### src/rtl/cpu_run_monitor.sv
// ---------------------------------------------------------------------------
// cpu_run_monitor
//   Sequences one CPU test run and watches how it ends. It holds the CPU in
//   reset while idle, releases it after a fixed number of reset cycles, and
//   then counts run cycles and retired instructions until the CPU halts, the
//   run times out, or the program counter stops moving. Every output comes
//   straight from a flop.
//
// Parameters
//   RST_CYCLES  - cycles the CPU reset is held after start (>= 1)
//   PC_W        - width of the monitored program counter
//   CNT_W       - width of the cycle and retire counters
//   TIMEOUT     - maximum number of RUN cycles (>= 1, < 2^CNT_W)
//   STALL_LIMIT - consecutive unchanged-pc RUN cycles treated as a hang (>= 1)
//
// Ports
//   clk_in       in   single clock, rising edge
//   rst          in   synchronous active-high reset, beats start/abort
//   start        in   single-cycle run request (IDLE or DONE only)
//   abort        in   cancel the run (RESET or RUN only)
//   cpu_halt     in   CPU reports it has halted
//   retire       in   instruction-retired strobe
//   pc           in   CPU program counter
//   cpu_rst      out  reset driven to the CPU (low only in RUN)
//   running      out  high while in RUN
//   done         out  high while in DONE
//   status       out  00 none, 01 halt, 10 timeout, 11 stall
//   cycle_count  out  RUN cycles elapsed (saturating)
//   retire_count out  retire strobes seen in RUN (saturating)
// ---------------------------------------------------------------------------
module cpu_run_monitor #(
  parameter int RST_CYCLES  = 4,
  parameter int PC_W        = 32,
  parameter int CNT_W       = 32,
  parameter int TIMEOUT     = 1000,
  parameter int STALL_LIMIT = 16
) (
  input  logic             clk_in,
  input  logic             rst,
  input  logic             start,
  input  logic             abort,
  input  logic             cpu_halt,
  input  logic             retire,
  input  logic [PC_W-1:0]  pc,
  output logic             cpu_rst,
  output logic             running,
  output logic             done,
  output logic [1:0]       status,
  output logic [CNT_W-1:0] cycle_count,
  output logic [CNT_W-1:0] retire_count
);

  typedef enum logic [1:0] {
    S_IDLE  = 2'd0,
    S_RESET = 2'd1,
    S_RUN   = 2'd2,
    S_DONE  = 2'd3
  } state_t;

  localparam logic [1:0] ST_NONE    = 2'b00;
  localparam logic [1:0] ST_HALT    = 2'b01;
  localparam logic [1:0] ST_TIMEOUT = 2'b10;
  localparam logic [1:0] ST_STALL   = 2'b11;

  localparam int RW = (RST_CYCLES > 1) ? $clog2(RST_CYCLES) : 1;
  localparam int SW = $clog2(STALL_LIMIT + 1);

  localparam logic [RW-1:0]    RST_LAST  = RW'(RST_CYCLES - 1);
  localparam logic [CNT_W-1:0] TIMEOUT_V = CNT_W'(TIMEOUT);
  localparam logic [SW-1:0]    STALL_V   = SW'(STALL_LIMIT);

  state_t           state_q, state_d;
  logic [RW-1:0]    rst_cnt_q, rst_cnt_d;
  logic [SW-1:0]    stall_q, stall_d;
  logic [PC_W-1:0]  pc_q, pc_d;
  logic [CNT_W-1:0] cycle_q, cycle_d;
  logic [CNT_W-1:0] retire_q, retire_d;
  logic [1:0]       status_q, status_d;
  logic             cpu_rst_q, cpu_rst_d;
  logic             running_q, running_d;
  logic             done_q, done_d;

  // Candidate RUN-cycle updates, used by the terminating-event checks so that
  // timeout and stall are judged on the values the counters are about to take.
  logic [CNT_W-1:0] cycle_inc;
  logic [CNT_W-1:0] retire_inc;
  logic [SW-1:0]    stall_inc;

  always_comb begin
    cycle_inc  = (cycle_q == '1) ? cycle_q : cycle_q + CNT_W'(1);
    retire_inc = retire_q;
    if (retire && (retire_q != '1)) begin
      retire_inc = retire_q + CNT_W'(1);
    end
    // The run ends as soon as this reaches STALL_LIMIT, so it cannot wrap.
    stall_inc = (pc == pc_q) ? stall_q + SW'(1) : '0;
  end

  // State register (all flops, including the registered outputs).
  always_ff @(posedge clk_in) begin
    if (rst) begin
      state_q   <= S_IDLE;
      rst_cnt_q <= '0;
      stall_q   <= '0;
      pc_q      <= '0;
      cycle_q   <= '0;
      retire_q  <= '0;
      status_q  <= ST_NONE;
      cpu_rst_q <= 1'b1;
      running_q <= 1'b0;
      done_q    <= 1'b0;
    end else begin
      state_q   <= state_d;
      rst_cnt_q <= rst_cnt_d;
      stall_q   <= stall_d;
      pc_q      <= pc_d;
      cycle_q   <= cycle_d;
      retire_q  <= retire_d;
      status_q  <= status_d;
      cpu_rst_q <= cpu_rst_d;
      running_q <= running_d;
      done_q    <= done_d;
    end
  end

  // Next-state and datapath updates.
  always_comb begin
    state_d   = state_q;
    rst_cnt_d = rst_cnt_q;
    stall_d   = stall_q;
    pc_d      = pc;  // previous-pc copy follows pc in every state
    cycle_d   = cycle_q;
    retire_d  = retire_q;
    status_d  = status_q;

    case (state_q)
      S_IDLE, S_DONE: begin
        if (start) begin
          state_d   = S_RESET;
          rst_cnt_d = '0;
          stall_d   = '0;
          cycle_d   = '0;
          retire_d  = '0;
          status_d  = ST_NONE;
        end
      end

      S_RESET: begin
        if (abort) begin
          state_d  = S_IDLE;
          status_d = ST_NONE;
        end else if (rst_cnt_q == RST_LAST) begin
          state_d = S_RUN;
        end else begin
          rst_cnt_d = rst_cnt_q + RW'(1);
        end
      end

      S_RUN: begin
        if (abort) begin
          // Counters keep the values they had going into this cycle.
          state_d  = S_IDLE;
          status_d = ST_NONE;
        end else begin
          cycle_d  = cycle_inc;
          retire_d = retire_inc;
          stall_d  = stall_inc;
          if (cpu_halt) begin
            state_d  = S_DONE;
            status_d = ST_HALT;
          end else if (cycle_inc == TIMEOUT_V) begin
            state_d  = S_DONE;
            status_d = ST_TIMEOUT;
          end else if (stall_inc == STALL_V) begin
            state_d  = S_DONE;
            status_d = ST_STALL;
          end
        end
      end

      default: begin
        state_d = S_IDLE;
      end
    endcase
  end

  // Output decode from the next state so the registered outputs line up with
  // the state they describe (cpu_rst falls on the same edge running rises).
  always_comb begin
    cpu_rst_d = (state_d != S_RUN);
    running_d = (state_d == S_RUN);
    done_d    = (state_d == S_DONE);
  end

  assign cpu_rst      = cpu_rst_q;
  assign running      = running_q;
  assign done         = done_q;
  assign status       = status_q;
  assign cycle_count  = cycle_q;
  assign retire_count = retire_q;

endmodule

### config.mk
export PLATFORM = sky130hd
export DESIGN_NAME = cpu_run_monitor
export DESIGN_NICKNAME = d
export VERILOG_FILES = /design/src/rtl/cpu_run_monitor.sv
export SDC_FILE = /design/constraint.sdc
export NUM_CORES = 1
export LEC_CHECK = 0
export BUFFER_PORTS_ARGS = -buffer_cell sky130_fd_sc_hd__buf_2
export CAP_MARGIN = 25
export CORE_AREA = 2 2 85 168
export CTS_BUF_LIST = sky130_fd_sc_hd__clkbuf_4 sky130_fd_sc_hd__clkbuf_8 sky130_fd_sc_hd__clkbuf_16
export CTS_CLUSTER_SIZE = 12
export DETAILED_ROUTE_END_ITERATION = 16
export DIE_AREA = 0 0 87 170
export HOLD_SLACK_MARGIN = 0.08
export PLACE_DENSITY = 0.73
export SETUP_SLACK_MARGIN = 0.1
export SYNTH_ARGS = -nofsm -noshare
export SYNTH_HDL_FRONTEND = slang
export SYNTH_SLANG_ARGS = --single-unit
export TNS_END_PERCENT = 1
### constraint.sdc
create_clock -name clk_in -period 2.7 [get_ports clk_in]
set_input_delay 0.135 -clock clk_in [delete_from_list [all_inputs] [get_ports clk_in]]
set_output_delay 0.135 -clock clk_in [all_outputs]
set_load 0.03 [all_outputs]
# After elaboration in Yosys (flattened, before gate mapping)
# Index checks and enable logic that the tools add are counted.
# W data, S select, Z words.
[word_totals]
input_bits = 38
ff_bits = 110
word_cells = 71
output_inout_bits = 69
[op_classes]
reduce_logical = 9
add_sub_neg = 4
mux = 29
n_eq_ne = 19
[op_table]
columns = ["operator", "count"]
rows = [
  ["$mux W32", 5],
  ["$pmux W32 S2", 2],
  ["$add A32 B1 Y32 const B", 2],
  ["$eq A32 B10 Y1 const B", 1],
  ["$eq A32 B32 Y1", 1],
  ["$eq A32 B32 Y1 const B", 1],
  ["$ne A32 B32 Y1 const B", 1],
  ["$mux W2", 15],
  ["$mux W5", 3],
  ["$ne A2 B2 Y1 const B", 7],
  ["$pmux W2 S3", 2],
  ["$eq A2 B2 Y1 const B", 5],
  ["$pmux W5 S2", 1],
  ["$reduce_and A4 Y1", 2],
  ["$reduce_and A3 Y1", 2],
  ["$add A5 B1 Y5 const B", 1],
  ["$eq A5 B5 Y1 const B", 1],
  ["$ne A5 B5 Y1 const B", 1],
  ["$pmux W2 S2", 1],
  ["$reduce_bool A2 Y1", 2],
  ["$add A2 B1 Y2 const B", 1],
  ["$eq A2 B1 Y1 const B", 1],
  ["$logic_not A2 Y1", 1],
  ["$reduce_or A2 Y1", 1],
  ["$logic_and A1 B1 Y1", 1],
]

# Depth between registers and ports, before layout
[depth]
depth_word = 9
mapped_depth = 13
ltp_nobuf = 10

# Worst setup path after synthesis
# No wires, ideal clock.
[synth_timing]
path_type = "reg2reg"
startpoint = "register cycle_q[19], in the netlist cycle_count[19]"
endpoint = "register running_q, in the netlist running"
setup_ns = 0.116
t_required_ns = 2.584
t_arrival_ns = 2.969
n_path_buf = 2
stages_incl_launch_ff = 12
slack_ns = -0.385
synth_period_minus_slack_ns = 3.085
cell_sequence = "dfxtp_1 buf_2 nand4_2 or2_0 buf_2 nor3_1 mux2i_1 nand4_1 nor4_2 a31oi_1 or3b_1 and4_1"
[synth_via]
elab_chain_len = 8
word_cells_on_any_way = 9
classes_between = "add/sub: 1; eq/ne: 3; mux: 5"
[synth_rtl]
columns = ["element", "line", "rtl"]
rows = [
  ["start, declared", "76", "logic [CNT_W-1:0] cycle_q, cycle_d;"],
  ["start signal, assigned", "117", "cycle_q <= cycle_d;"],
  ["$add A32 B1 Y32 or $eq A32 B32 Y1 (tied branches)", "90", "cycle_inc = (cycle_q == '1) ? cycle_q : cycle_q + CNT_W'(1);"],
  ["$mux W32 (*)", "90", ""],
  ["$eq A32 B10 Y1 (*)", "171", "end else if (cycle_inc == TIMEOUT_V) begin"],
  ["$mux W2 (*)", "171", ""],
  ["$mux W2 (*)", "168", "if (cpu_halt) begin"],
  ["$mux W2 (*)", "160", "if (abort) begin"],
  ["$pmux W2 S3 (*)", "136", "case (state_q)"],
  ["$eq A2 B2 Y1 (*)", "191", "running_d = (state_d == S_RUN);"],
  ["end signal, assigned", "121", "running_q <= running_d;"],
  ["end, declared", "80", "logic running_q, running_d;"],
]
# Mark *: on every way between the ends. The rest lies on a longest branch, timed or not.
# A chain may end at the register's enable or synchronous reset.

# Final worst setup path
[layout_timing]
startpoint = "register cycle_q[10], in the netlist cycle_count[10]"
endpoint = "register running_q, in the netlist running"
# Same word-level chain as after synthesis.

==> reports/results.ini <==
[layout]
drive_gt1_share_pct=34.3
fin_cells=1107
syn2layout_area_growth_pct=38.9
antenna_cells=0
fill_cells=1197
finalInstanceArea_mm2=0.00829
num-nets-final=991

[place]
dpl_cell_area_mm2=0.00741
gp_congestion=0.985
dp_hpwl_um=14400
port_buffers=106
dp.cells=1047

[yosys]
ys_ff_latch=110
synth.avg_cell_area_um2=8.15
synth_top_family_by_area=simple AND/OR/NAND/NOR gates
synthMuxAreaShare_pct=1.34
yosys-top-cells-area=dfxtp_1, xor2_1, nor2_1
ys.flop_type=dfxtp_1
synth_compound_area_share_pct=16.1
yosys_warnings=0
synth_top_cell_by_area=dfxtp_1
yosys.area_share.simple_pct=29.7
syn_nets=776
yosys.area.top_type_share_pct=36.9
async_flop_share_pct=0
synthXorXnorAreaFrac_pct=9.83
synth-edff-count=0
ys_seq_area_share_pct=36.9
synthAdderAreaFrac_pct=1.26
ys_types=63
syn_area_mm2=0.00597
synthCells=732

[drt]
drt_iter0_drc=264
drt_wl_total_um=20000
drcViolationCount=0
wl_per_cell_um=18.1
dr.pass1.iters=6
num_vias=6374
via_per_inst=5.76
ant_nets=0

[critical_path]
worstSetupEndpointType=flip-flop
critPathSlowestCell=or3b_1
path_max_fanout=3
crit_chain=and4_4 > nand4_1 > buf_6 > nor4_4 > mux2i_2 > nand4_1 > a2111oi_4 > a31oi_1 > or3b_1 > and4_1
critPathLaunchType=flip-flop
cp_top_family=simple AND/OR/NAND/NOR gates
crit_path_start=cycle_count[10]
cp.arrival_ns=3.02
cp.depth=10
r2r.worst_path.cells=10
setup.worst_path.class=reg -> reg
crit_path_frequent_cell=nand4_1
crit_buf_inv=1
r2r_slack_ns=-0.06
worstSetupEndpoint=running
critPathMaxStageDelay_ns=0.40
rr_endpoint=running
r2r_start=cycle_count[10]
worstPathRequired_ns=2.96

[sta]
fin_tns_setup_ns=-0.0825
final-hold-violation-count=0
finalMaxSlewViolations=0
fin_crit_ns=2.76
max_slew.worst_pin.slew_ns=0.561
setup_violations=2
setup_ws_ns=-0.0635
clock_skew_ns=0.0108
fmax_mhz=362
relSlewSlack_pct=62.2
rsz0062_at_grt=yes
finalCritPeriodShare_pct=102

[pwr]
pwr_density_cell_mw_per_mm2=498
leakagePower_uw=0.00347
worst_ir_drop_vdd_mv=0.465

[clock_network]
cts_made_buffers=9
cts.sinks=110
htree_levels=3
clkSlewWorstSetupHoldPaths_ns=0.08
clock-root-buffer=clkbuf_16
cts_tree=done
cts_buffer_depth=2
clk-insertion-delay-late_ns=0.36

[die]
row_count=60
initial_utilization_pct=44.4
die_w_um=87
die_h_um=170
die-area_mm2=0.0148
core_area_mm2=0.0134
num_io_pins=107

[global_routing]
grt_max_degree=40
grt_pass1_vias=6238
antenna_found_initial=0
grtUsageTotal_pct=26.8
grt_pass1_wl_um=30800
gr-total-overflow=0

[job]
cap_violations=0

[status]
violations=setup timing
outcome=finished, violations left

[min_path]
min_path_type=in -> reg

[where the power goes]
part	total (µW)	leakage (µW)	switching, µW	internal, µW
registers	1710	0.000914	35.2	1680
clock network	1370	0.000150	700	669
logic	1050	0.00240	692	354
[final cells by class]
class                      instances  area, µm²  area share [%]
timing repair buffer             254       1750            21.2
clock inverter                     7       81.3           0.981
clock buffer                       9        225            2.72
multi-input combinational        554       3710            44.7
sequential                       110       2260            27.3
inverter                          18       67.6           0.815
tap                              155        194            2.34
[worst register-to-register path: stages, from the launching register on]
cell,delay (ns)
dfxtp_4,0.35
and4_4,0.26
nand4_1,0.13
buf_6,0.15
nor4_4,0.28
mux2i_2,0.35
nand4_1,0.18
a2111oi_4,0.25
a31oi_1,0.15
or3b_1,0.40
and4_1,0.17
[Yosys cell counts (3+ instances only)]
master	n
xnor2_1	18
or2_2	5
nand4_2	3
mux2i_1	8
nand2_1	48
and3_1	14
nor3b_1	3
inv_1	18
nor2_1	85
buf_4	4
nor4_2	3
nor2b_1	33
a21o_1	3
nor4_1	17
nor3_1	20
nand4_1	32
clkbuf_2	3
dfxtp_1	110
nand2b_1	5
and4_1	8
a21oi_1	45
xor2_1	49
a211oi_1	6
nand3_1	28
clkbuf_1	30
o31ai_1	3
o21bai_1	3
a31o_2	3
ha_1	6
or3_1	7
a311oi_1	13
a31oi_1	13
buf_2	12
o21ai_0	31
o22ai_1	3
[placed cells by master, fill, tap and decap left out, types with 4 or more instances in the layout]
cell type / instances
dlygate4sd3_1: 32
inv_1: 18
buf_2: 106
nor3_1: 16
nand2b_1: 4
nand3_1: 27
nand2_1: 47
a211oi_1: 5
dfxtp_4: 8
nor4_4: 5
a31oi_1: 13
nand4_1: 32
mux2i_1: 7
nor2_1: 80
and3_1: 11
nor4_1: 14
dfxtp_1: 80
and4_1: 5
buf_6: 5
nor2b_1: 33
or3_1: 6
a311oi_1: 13
clkbuf_16: 9
o21ai_0: 30
ha_1: 5
xor2_1: 49
nor2_2: 5
or2_2: 5
buf_4: 110
a21oi_1: 43
dfxtp_2: 22
xnor2_1: 18
[how the worst min path moves through the flow]
stage / startpoint / to / slack (ns) / cells past startpoint
global route: rst / done / 0.15 / 4
detailed placement: pc[24] / pc_q[24] / 0.38 / 2
global placement: pc[19] / pc_q[19] / 0.37 / 2
CTS: rst / done / 0.10 / 4
finish: rst / done / 0.10 / 4
floorplan: pc[0] / pc_q[0] / 0.26 / 1
[layer usage]
| metal | wire length, µm | share of wire, % | up-vias | global-route usage (%) |
|---|---|---|---|---|
| li1 | - | - | 3064 | - |
| met1 | 6930 | 35 | 3044 | 25.6 |
| met2 | 11000 | 55 | 190 | 50.2 |
| met3 | 713 | 3.6 | 76 | 4.27 |
| met4 | 1390 | 7.0 | 0 | 18.3 |
| met5 | 0 | 0 | - | 0 |
[metrics by stage]
step / total power [µW] / worst slack (ns) / utilization (%) / hold WS, ns
3_3_place_gp: 2720 / -0.251 / 55.1 / 0.371
4_1_cts: 4130 / -0.184 / 60.8 / 0.100
5_1_grt: 4320 / -0.162 / 61.7 / 0.150
2_1_floorplan: 2360 / 0.0271 / - / 0.263
3_5_place_dp: 2720 / -0.274 / 55.1 / 0.376
6_report: 4130 / -0.0635 / 61.7 / 0.104
[timing repair]
action / in CTS / in global routing
pin swaps: 13 / 14
gates resized for setup: 13 / 28
gates cloned: 0 / 0
buffers inserted: 11 / 1
hold buffers: 32 / 0
endpoints found under the hold margin: 32 / 0
setup endpoints to repair: 9 / 23
[kinds of logic (layout without fill, tap and decap cells)]
| kind of cell | after synthesis | after routing |
|---|---|---|
| compound gates | 145 | 145 |
| xor+xnor | 67 | 67 |
| fa+ha+maj | 6 | 6 |
| buf+inv | 68 | 288 |
| flops | 110 | 110 |
| mux | 8 | 8 |
| simple gates | 328 | 328 |
[sequential cells by signal (all words and copies together) (netlist names)]
register,flops
rst_cnt_q,2
pc_q,32
running,1
state_q,2
done,1
status,2
cpu_rst,1
cycle_count,32
stall_q,5
retire_count,32
Note: power is estimated with default switching activity, not from simulation.
